===== src/rtl/fifo_uart_tx.sv =====
// fifo_uart_tx: pops bytes from the 8-bit synchronous FIFO and serializes
// each one as a UART frame (start, 8 data bits LSB first, optional parity,
// one stop bit) on a registered, idle-high tx line.
module fifo_uart_tx #(
  parameter int unsigned CLKS_PER_BIT = 16,
  parameter int unsigned PARITY       = 0
) (
  input  logic        clk,
  input  logic        rst,
  input  logic        tx_en,
  input  logic        fifo_empty,
  input  logic [7:0]  fifo_data,
  output logic        fifo_rd_en,
  output logic        tx,
  output logic        busy,
  output logic        tx_done,
  output logic [15:0] frames_sent
);

  typedef enum logic [2:0] {
    S_IDLE  = 3'd0,
    S_POP   = 3'd1,
    S_LOAD  = 3'd2,
    S_START = 3'd3,
    S_DATA  = 3'd4,
    S_PAR   = 3'd5,
    S_STOP  = 3'd6
  } state_t;

  // Last baud count of a bit period; a bit boundary happens only here.
  localparam logic [15:0] BAUD_LAST = 16'(CLKS_PER_BIT - 32'd1);
  // PARITY = 3 falls back to no parity bit.
  localparam logic PAR_EN  = (PARITY == 32'd1) || (PARITY == 32'd2);
  localparam logic PAR_ODD = (PARITY == 32'd2);

  // Even parity of the byte, inverted for odd parity.
  function automatic logic calc_parity(input logic [7:0] data, input logic odd);
    calc_parity = (^data) ^ odd;
  endfunction

  state_t      state_q;
  logic [15:0] baud_q;
  logic [2:0]  bit_q;
  logic [7:0]  shreg_q;
  logic        par_q;
  logic        tx_q;
  logic        busy_q;
  logic        done_q;
  logic [15:0] frames_sent_q;

  logic        baud_last_s;
  logic [15:0] baud_d;
  logic [15:0] frames_sent_d;

  // Bit-boundary detect, next baud count and next frame count.
  always_comb begin
    baud_last_s   = (baud_q == BAUD_LAST);
    baud_d        = baud_q + 16'd1;
    frames_sent_d = frames_sent_q + 16'd1;
  end

  // Frame sequencer: state, baud/bit counters, shift register and all registered outputs.
  always_ff @(posedge clk) begin
    if (rst) begin
      state_q       <= S_IDLE;
      baud_q        <= 16'd0;
      bit_q         <= 3'd0;
      shreg_q       <= 8'd0;
      par_q         <= 1'b0;
      tx_q          <= 1'b1;
      busy_q        <= 1'b0;
      done_q        <= 1'b0;
      frames_sent_q <= 16'd0;
    end else begin
      done_q <= 1'b0;
      case (state_q)
        S_IDLE: begin
          baud_q <= 16'd0;
          bit_q  <= 3'd0;
          tx_q   <= 1'b1;
          if (tx_en && !fifo_empty) begin
            state_q <= S_POP;
            busy_q  <= 1'b1;
          end else begin
            state_q <= S_IDLE;
            busy_q  <= 1'b0;
          end
        end

        // The pop strobe is decoded from this state; buf_out is valid next cycle.
        S_POP: begin
          state_q <= S_LOAD;
        end

        S_LOAD: begin
          shreg_q <= fifo_data;
          par_q   <= calc_parity(fifo_data, PAR_ODD);
          tx_q    <= 1'b0;
          baud_q  <= 16'd0;
          state_q <= S_START;
        end

        S_START: begin
          if (baud_last_s) begin
            baud_q  <= 16'd0;
            bit_q   <= 3'd0;
            tx_q    <= shreg_q[0];
            shreg_q <= {1'b0, shreg_q[7:1]};
            state_q <= S_DATA;
          end else begin
            baud_q <= baud_d;
          end
        end

        S_DATA: begin
          if (baud_last_s) begin
            baud_q <= 16'd0;
            if (bit_q == 3'd7) begin
              bit_q <= 3'd0;
              if (PAR_EN) begin
                tx_q    <= par_q;
                state_q <= S_PAR;
              end else begin
                tx_q    <= 1'b1;
                state_q <= S_STOP;
              end
            end else begin
              bit_q   <= bit_q + 3'd1;
              tx_q    <= shreg_q[0];
              shreg_q <= {1'b0, shreg_q[7:1]};
            end
          end else begin
            baud_q <= baud_d;
          end
        end

        S_PAR: begin
          if (baud_last_s) begin
            baud_q  <= 16'd0;
            tx_q    <= 1'b1;
            state_q <= S_STOP;
          end else begin
            baud_q <= baud_d;
          end
        end

        S_STOP: begin
          if (baud_last_s) begin
            baud_q        <= 16'd0;
            done_q        <= 1'b1;
            frames_sent_q <= frames_sent_d;
            busy_q        <= 1'b0;
            state_q       <= S_IDLE;
          end else begin
            baud_q <= baud_d;
          end
        end

        default: begin
          state_q <= S_IDLE;
          baud_q  <= 16'd0;
          bit_q   <= 3'd0;
          tx_q    <= 1'b1;
          busy_q  <= 1'b0;
        end
      endcase
    end
  end

  assign fifo_rd_en  = (state_q == S_POP);
  assign tx          = tx_q;
  assign busy        = busy_q;
  assign tx_done     = done_q;
  assign frames_sent = frames_sent_q;

endmodule


===== config.mk =====
export PLATFORM = sky130hd
export DESIGN_NAME = fifo_uart_tx
export DESIGN_NICKNAME = d
export VERILOG_FILES = /design/src/rtl/fifo_uart_tx.sv
export SDC_FILE = /design/constraint.sdc
export NUM_CORES = 1
export LEC_CHECK = 0
export CORE_MARGIN = 8
export CORE_UTILIZATION = 40
export CTS_BUF_LIST = sky130_fd_sc_hd__clkbuf_16
export CTS_CLUSTER_DIAMETER = 120
export DETAILED_ROUTE_END_ITERATION = 12
export GPL_TIMING_DRIVEN = 0
export PLACE_DENSITY_LB_ADDON = 0.12
export SYNTH_ARGS = -nofsm -noshare
export SYNTH_HDL_FRONTEND = slang
export SYNTH_SLANG_ARGS = --single-unit

===== constraint.sdc =====
create_clock -name clk -period 4.4 [get_ports clk]
set_input_delay 0.44 -clock clk [delete_from_list [all_inputs] [get_ports clk]]
set_output_delay 0.44 -clock clk [all_outputs]
set_load 0.02 [all_outputs]

==> results of run 1 <==
-- stage by stage --
step                      worst slack, ns  utilization  hold slack [ns]  instances
after detailed placement             2.01        0.476            0.471        419
after global placement               2.04        0.476            0.457        419
final                                1.99        0.497            0.479        427
after floorplan                      2.39            -            0.440        312
after CTS                            1.97        0.497            0.482        427
after global routing                 1.78        0.497            0.518        427
-- cell usage after synthesis (3+ instances only) --
master,instances,share of area
a211oi_1,4,0.011
a21oi_1,24,0.046
and4_1,5,0.017
clkbuf_1,17,0.024
dfxtp_1,49,0.37
ha_1,4,0.019
inv_1,7,0.010
mux2_2,10,0.043
nand2_1,11,0.016
nand2b_1,4,0.0095
nand3_1,23,0.044
nand4_1,11,0.026
nor2_1,13,0.019
nor2b_1,9,0.021
nor3_1,18,0.034
nor4_1,5,0.012
nor4b_1,3,0.010
o21ai_0,20,0.038
o31ai_1,11,0.031
or3_1,7,0.017
or4_1,11,0.031
xnor2_1,7,0.023
xor2_1,6,0.020
-- worst min-delay path, stage by stage, from the launching register on --
cell and delay (ns):
dfxtp_1 0.31, nand2_1 0.05, o21ai_0 0.07
-- final cells by class --
class	count	area [um2]
fillers	628	3190
multi-input cells	232	1510
flip-flops and latches	49	981
repair buffers	30	300
clock buffers	5	125
plain buffers	23	105
well taps	77	96.3
inverters	8	32.5
clock inverters	3	11.3
-- per-layer routing --
| metal | part of all wire | vias to the layer above | GRT usage |
|---|---|---|---|
| met5 | 0 | - | 0 |
| met4 | 0.013 | 0 | 0.0497 |
| met1 | 0.48 | 1166 | 0.175 |
| met3 | 0.044 | 6 | 0.0334 |
| met2 | 0.46 | 58 | 0.220 |
| li1 | - | 1249 | - |
-- power groups by stage --
stage	Sequential [mW]	Combinational, mW	Clock (mW)
2_1_floorplan	0.464	0.0488	0
3_3_place_gp	0.463	0.0775	0
3_5_place_dp	0.463	0.0780	0
4_1_cts	0.452	0.0782	0.374
5_1_grt	0.453	0.0869	0.394
6_report	0.452	0.0782	0.364
-- logic make-up after synthesis --
group	synth area share
mux	0.0467
fa+ha+maj	0.0191
simple gates	0.299
buf+inv	0.0525
compound gates	0.165
flops	0.374
xor+xnor	0.0434
-- registers in the layout, indices dropped and copies added, names as in the netlist --
register / cells
shreg_q: 8
busy: 1
tx: 1
baud_q: 16
state_q: 3
frames_sent: 16
bit_q: 3
tx_done: 1
-- path summary, 6_finish.rpt --
check	startpoint	to	slack, ns	depth (start not counted)
setup / recovery	state_q[1]	fifo_rd_en	1.99	5
hold / removal	bit_q[1]	bit_q[1]	0.48	2
setup reg to reg	baud_q[0]	baud_q[0]	2.00	6
hold reg to reg	bit_q[1]	bit_q[1]	0.48	2
==> summary.txt, run 1 <==
Die
  • Core Region: 0.00635 mm2
  • Starting Density: 0.413
  • Die Wd: roughly 97 um
  • Num rows: 29
  • Die area: around 0.0094 mm2
  • IO Pins: 32
  • DIE HEIGHT: 97.0 um

Global route
  • Vias in the first global route: around 2300
  • GRT Resource Usage Total: 0.138
  • First-pass GRT wire length: approximately 11 mm
  • Initial antenna violation count: 0
  • GR Overflow Total: 0
  • Largest net degree at the start of global routing: 14

Drt
  • Post-DR wirelength/cell: between 15 and 20 um
  • Total vias in the final route: 2479
  • 1st-iter DRT viols: 160
  • Post-route ant nets: 0
  • DR DRC count: 0
  • Final wirelength: ~6.6 mm
  • Drt first pass iters: 5
  • Drt via density: slightly below 6

Yosys
  • Number of synthesized register bits: just under 50
  • Mean post-synth cell area: between 8 and 9 um2
  • Sequential share of the synthesized area: 0.374
  • Primary FF master, synth: dfxtp_1
  • Synth warn: 0
  • Mapped Nets: 328
  • Area of the mapped netlist: about 0.0026 mm2
  • EDFF count, synth: 0
  • Synth cell types: 51
  • Syn Inst Count: roughly 310
  • Ys async rst share: 0

Clock tree
  • CTS tree: built
  • Clock transition at the registers of the reported paths: 0.06 ns
  • Clk buf depth: 2
  • Sinks on Clock Net: between 40 and 50
  • Postcts setup bufs: 0
  • Clk_lat worst skew: roughly 0.28 ns
  • Post_cts resized: 0
  • H-tree depth: 2
  • Cts-stage hold buffer count: 0
  • CTS buffer count: 5
  • Root Buffer: clkbuf_16

Setup path
  • Worst Path Required: 3.96 ns
  • CP peak stage delay: between 0.6 and 0.7 ns
  • CP endpoint kind: primary output
  • CP max-delay cell: clkdlybuf4s50_1
  • Crit path max fanout: 9
  • CP bufs+invs: 4
  • Critical path class: reg2out
  • Critical Path Source Type: register
  • Worst Path Arrival: approximately 2.0 ns
  • Cells along the critical path: clkbuf_2 -> or3b_1 -> buf_6 -> inv_4 -> clkdlybuf4s50_1
  • Crit path max-delay family: buffers and inverters

Final layout
  • Most common cell after layout, fill and taps aside: dfxtp_1
  • P&R area growth vs syn: 20.3%
  • Final Cell Area: approximately 0.0032 mm2
  • Fraction of layout cells with a size suffix above 1: 0.0714
  • Most frequent cells in the layout: dfxtp_1, clkdlybuf4s50_1, a21oi_1
  • ANT cells: 0
  • Nets@finish: roughly 370

Power
  • Sw frac: 0.232
  • Power Total: just under 0.9 mW
  • Reg power frac: 0.506
  • P_sw: between 0.2 and 0.25 mW
  • Logic pwr share: 0.087
  • Clk pwr share: 0.407
  • Cell area power density: 283 mW/mm2
  • Peak supply drop: roughly 250 uV
  • P_leak: about 1.0 nW
  • Internal Power: approximately 0.7 mW

STA
  • Max_slew headroom: 0.315
  • Final Slew Violations: 0
  • Count of final setup violators: 0
  • Hold Fails Final Rpt: 0
  • Fmax: about 410 MHz
  • Worst Tran Pin Value: slightly above 1 ns
  • RSZ-0062 raised after global routing: false
  • Setup TNS: 0 ns
  • Worst Clk Skew: roughly 0.0035 ns
  • Crit share post-route: 0.549
  • Crit path time final: between 2 and 2.5 ns

Placement
  • DPL Wire Length: between 4 and 5 mm
  • Buffers added on ports: 30
  • Placed cell area: 0.00302 mm2
  • Final RePlAce weighted congestion: 0.786

Run
  • Max-cap violations: 0

Min path
  • Hold/Removal Path Class: reg2reg

Status
  • Outcome: finished clean
No activity file was read; power rests on OpenSTA's default activity.
==> run 2, diff against run 1 <==
- clock period: 4.4 -> 2 ns (I/O delays scaled with it)
==> run 2 against run 1 <==
Wire length increased by 3.7%; sequential power rose by 120%; combinational power up 140%; via count grew 2.1%; global-route usage increased by 0.24 points; clock skew grew 0.0021 ns; final area grew 8.6%; first-iteration DRC count shrank 39%; hold slack worse by 0.027 ns; clock-buffer cell count unchanged; power is 120% higher; final cell count increased by 2.3%; critical endpoint is now baud_q[15].
==> summary.txt, run 2 (synthesis gave the netlist of run 1 again) <==
Setup path
  • Worst flop-to-flop path endpoint: baud_q[15]
  • Crit path max fanout: 10
  • Critical Path Start: state_q[0]
  • Critical Path Source Type: register
  • Worst setup endpoint: baud_q[15]
  • Worst Path Arrival: about 2.1 ns
  • CP endpoint kind: register
  • Reg2reg start: state_q[0]
  • Worst Path Required: roughly 2.2 ns
  • Critical path class: reg2reg
  • Depth of the worst register-to-register path: 7
  • Reg2reg setup slack: 0.07 ns

Power
  • Clk pwr share: 0.398
  • P_leak: 1.13 nW
  • P_sw: roughly 0.45 mW
  • Sw frac: 0.228
  • Cell area power density: 572 mW/mm2
  • Power Total: slightly below 2 mW
  • Logic pwr share: 0.095
  • Internal Power: 1.52 mW
  • Peak supply drop: 335 uV
  • Reg power frac: 0.507

Die
  • DIE HEIGHT: slightly below 100 um
  • Die Wd: roughly 97 um
  • Starting Density: 0.413
  • Num rows: 29
  • IO Pins: 32
  • Die area: ~0.0094 mm2
  • Core Region: between 0.006 and 0.007 mm2

Status
  • Outcome: finished clean

Final layout
  • Reg area: 988 um2
  • Final Util: 0.540
  • Most frequent cells in the layout: dfxtp_1, clkdlybuf4s50_1, nand3_1
  • Multi-input logic area: 0.00164 mm2
  • P&R area growth vs syn: 30.7%
  • Final Cell Area: approximately 0.0034 mm2
  • Nets@finish: between 300 and 400
  • ANT cells: 0
  • Fraction of layout cells with a size suffix above 1: 0.194
  • Most common cell after layout, fill and taps aside: dfxtp_1
  • Cell Count, Final, Fillers Out: 437
  • Filler Cell Count: 581

STA
  • Worst Tran Pin Value: 0.639 ns
  • Fmax: just over 500 MHz
  • RSZ-0062 raised after global routing: true
  • Hold Fails Final Rpt: 0
  • Worst Clk Skew: around 0.0057 ns
  • Setup TNS: 0 ns
  • Crit path time final: 1.93 ns
  • Final WS setup: just under 0.07 ns
  • Max_slew headroom: 0.574
  • Hold slack: roughly 0.45 ns
  • Final Slew Violations: 0
  • Count of final setup violators: 0
  • Crit share post-route: 0.965

Clock tree
  • CTS buffer count: 5
  • Clk buf depth: 2
  • Cts-stage hold buffer count: 0
  • Clk_lat worst skew: between 0.2 and 0.3 ns
  • Clock transition at the registers of the reported paths: roughly 0.06 ns
  • H-tree depth: 2
  • CTS tree: built
  • Sinks on Clock Net: slightly below 50
  • Root Buffer: clkbuf_16

Placement
  • DPL Wire Length: approximately 4.7 mm
  • Pre-CTS setup slack: -0.332 ns
  • Final RePlAce weighted congestion: 0.787
  • Placed cell area: around 0.0030 mm2
  • Placed insts: 419
  • Buffers added on ports: 30

Drt
  • Drt first pass iters: 4
  • DR DRC count: 0
  • Final wirelength: 6.86 mm
  • Post-route ant nets: 0
  • Drt via density: between 5 and 6
  • Post-DR wirelength/cell: 15.7 um
  • 1st-iter DRT viols: 98
  • Total vias in the final route: approximately 2500

Global route
  • Largest net degree at the start of global routing: 14
  • GR Overflow Total: 0
  • GRT Resource Usage Total: 0.140
  • Vias in the first global route: between 2000 and 2500
  • First-pass GRT wire length: 11.5 mm
  • Initial antenna violation count: 0

Run
  • Max-cap violations: 0

Min path
  • Hold/Removal Path Class: in2reg
  • Min-Delay Startpoint: rst
## run 2: changes by cell type in the layout (fill, tap and decap cells not counted), sizes merged
cell / previous run / this run
clkdlybuf4s50: 30 / 29
dlygate4sd2: 0 / 1
clkbuf: 23 / 17
inv: 11 / 9
clkinv: 0 / 1
buf: 5 / 22
## run 2: final cells by class
type	count	area share
multi-input combinational	232	0.479
sequential	49	0.288
buffer	19	0.0328
inverter	8	0.00949
clock buffer	5	0.0365
tap	77	0.0281
timing repair buffer	45	0.123
clock inverter	2	0.00219
## run 2: worst min-delay path by stage
stage                       to  slack, ns  cells past startpoint
floorplan           shreg_q[7]       0.34                      2
global placement      bit_q[1]       0.46                      2
detailed placement    bit_q[1]       0.46                      2
CTS                 shreg_q[6]       0.46                      3
global route        shreg_q[6]       0.48                      3
finish              shreg_q[2]       0.45                      3
## run 2: per-layer routing
layer | share of wire | vias up | track usage | routed length [um]
met1 | 0.47 | 1207 | 0.177 | 3210
met2 | 0.49 | 44 | 0.236 | 3340
met3 | 0.033 | 8 | 0.0292 | 225
met4 | 0.011 | 0 | 0.0343 | 76
li1 | - | 1272 | - | -
met5 | 0 | - | 0 | 0
## run 2: power groups by stage
stage	combinational [mW]	sequential [mW]	clock [mW]
2_1_floorplan	0.108	1.02	0
3_3_place_gp	0.171	1.02	0
3_5_place_dp	0.171	1.02	0
4_1_cts	0.175	0.996	0.811
5_1_grt	0.207	0.995	0.850
6_report	0.186	0.995	0.782
## run 2: critical path, stage by stage (launching register included)
cell and delay (ns):
dfxtp_1 0.31, buf_6 0.13, or3b_1 0.17, buf_6 0.12
inv_4 0.05, or3_4 0.40, or4_1 0.47, a211oi_1 0.19
## run 2: repair_timing
item,4_1_cts,5_1_grt
setup endpoints to repair,38,41
pin swaps,4,15
gates resized for setup,16,39
gates cloned,1,0
buffers inserted,6,8
==> run 3, diff against run 2 <==
- CELL_PAD_IN_SITES_DETAIL_PLACEMENT: unset -> 1
- CELL_PAD_IN_SITES_GLOBAL_PLACEMENT: unset -> 1
- CORE_UTILIZATION: 40 -> 38
==> run 3 against run 2 <==
Utilization down 3.8 points; non-clock buffer count down 1; combinational power up 5%; worst setup slack worse by 0.024 ns; clock-buffer cell count unchanged; wire length up 12%; critical path depth unchanged; fmax down 1.2%; critical endpoint unchanged; highest routed layer unchanged.
==> summary.txt, run 3 (synthesis gave the netlist of run 1 again) <==
Final layout
  • Most common cell after layout, fill and taps aside: dfxtp_1
  • Multi-input logic area: between 0.0015 and 0.002 mm2
  • Most frequent cells in the layout: dfxtp_1, clkdlybuf4s50_1, nand3_1
  • ANT cells: 0
  • Filler Cell Count: 792
  • P&R area growth vs syn: 29.2%
  • Final Cell Area: 0.00339 mm2
  • Nets@finish: approximately 380
  • Reg area: 991 um2
  • Fraction of layout cells with a size suffix above 1: 0.178

Setup path
  • Crit path max fanout: 10
  • Critical path class: reg2reg
  • Worst Path Arrival: about 2.2 ns
  • CP endpoint kind: register
  • Critical Path Source Type: register
  • Worst Path Required: 2.21 ns

Die
  • DIE HEIGHT: just under 100 um
  • Core Region: between 0.006 and 0.007 mm2
  • Die Wd: ~99 um
  • IO Pins: 32
  • Starting Density: 0.388
  • Num rows: 30
  • Die area: roughly 0.0098 mm2

Placement
  • Buffers added on ports: 30
  • DPL Wire Length: approximately 5.3 mm
  • Placed cell area: just over 0.003 mm2
  • Final RePlAce weighted congestion: 0.797

Drt
  • DR DRC count: 0
  • 1st-iter DRT viols: about 60
  • Post-route ant nets: 0
  • Total vias in the final route: roughly 2500
  • Post-DR wirelength/cell: around 18 um
  • Drt first pass iters: 4
  • Final wirelength: between 7 and 8 mm
  • Drt via density: 5.79

Power
  • Peak supply drop: between 300 and 400 uV
  • Cell area power density: about 590 mW/mm2
  • Power Total: 1.99 mW
  • P_leak: 1.12 nW

Clock tree
  • Root Buffer: clkbuf_16
  • Clk buf depth: 2
  • Cts-stage hold buffer count: 0
  • Clock transition at the registers of the reported paths: around 0.070 ns
  • CTS buffer count: 5
  • Clk_lat worst skew: between 0.2 and 0.3 ns
  • Sinks on Clock Net: between 40 and 50
  • CTS tree: built
  • H-tree depth: 2

STA
  • Fmax: just over 500 MHz
  • Hold slack: between 0.4 and 0.5 ns
  • Final Slew Violations: 0
  • Crit share post-route: 0.977
  • Count of final setup violators: 0
  • Max_slew headroom: 0.584
  • Worst Tran Pin Value: ~0.62 ns
  • Worst Clk Skew: 0.00715 ns
  • Crit path time final: around 2.0 ns
  • Hold Fails Final Rpt: 0

Global route
  • GR Overflow Total: 0
  • Initial antenna violation count: 0
  • Vias in the first global route: 2548
  • First-pass GRT wire length: 12.9 mm
  • GRT Resource Usage Total: 0.156
  • Largest net degree at the start of global routing: 14

Status
  • Outcome: finished clean

Min path
  • Hold/Removal Path Class: in2reg

Run
  • Max-cap violations: 0
[run 3: final cells by class]
| class | count | area share |
|---|---|---|
| repair buffers | 43 | 0.117 |
| clock buffers | 5 | 0.0369 |
| clock inverters | 2 | 0.00221 |
| plain buffers | 20 | 0.0376 |
| inverters | 8 | 0.00959 |
| well taps | 80 | 0.0295 |
| flip-flops and latches | 49 | 0.292 |
| multi-input cells | 232 | 0.475 |
[run 3: final timing paths]
kind | from | to | slack [ns] | cells past startpoint
worst min-delay path | rst | shreg_q[6] | 0.44 | 3
worst max register to register | state_q[0] | baud_q[15] | 0.05 | 7
worst max-delay path | state_q[0] | baud_q[15] | 0.05 | 7
worst min register to register | bit_q[1] | bit_q[1] | 0.48 | 2
[run 3: power breakdown]
part | internal, mW | switching [mW] | leakage [nW]
Sequential | 0.986 | 0.00782 | 0.398
Clock | 0.448 | 0.351 | 0.0685
Combinational | 0.0825 | 0.113 | 0.655
[run 3: per-stage QoR]
step	TNS [ns]	instances	setup WS, ns	util
after floorplan	0	312	0.0597	-
after global placement	-9.62	422	-0.451	0.449
after detailed placement	-11.75	422	-0.525	0.449
after CTS	0	435	0.00506	0.488
after global routing	-0.116	439	-0.0341	0.502
final	0	439	0.0456	0.502
[run 3: what timing repair did]
| action | 4_1_cts | 5_1_grt |
|---|---|---|
| cloned | 1 | 0 |
| setup endpoints to repair | 46 | 32 |
| pin swaps | 2 | 3 |
| resized for setup | 25 | 21 |
| setup buffers | 6 | 6 |
[run 3: routing by layer]
metal / vias to the layer above / share of wire / GRT usage
met4: 0 / 0.0047 / 0.0279
met3: 4 / 0.029 / 0.0328
met2: 29 / 0.46 / 0.246
met1: 1241 / 0.51 / 0.215
met5: - / 0 / 0
li1: 1266 / - / -
[run 3: critical path, stage by stage, from the launching register on]
cell and delay (ns):
dfxtp_1 0.31, buf_6 0.14, or3b_1 0.19, buf_6 0.11, inv_4 0.05, or3_4 0.41, or4_4 0.49, a211oi_2 0.18
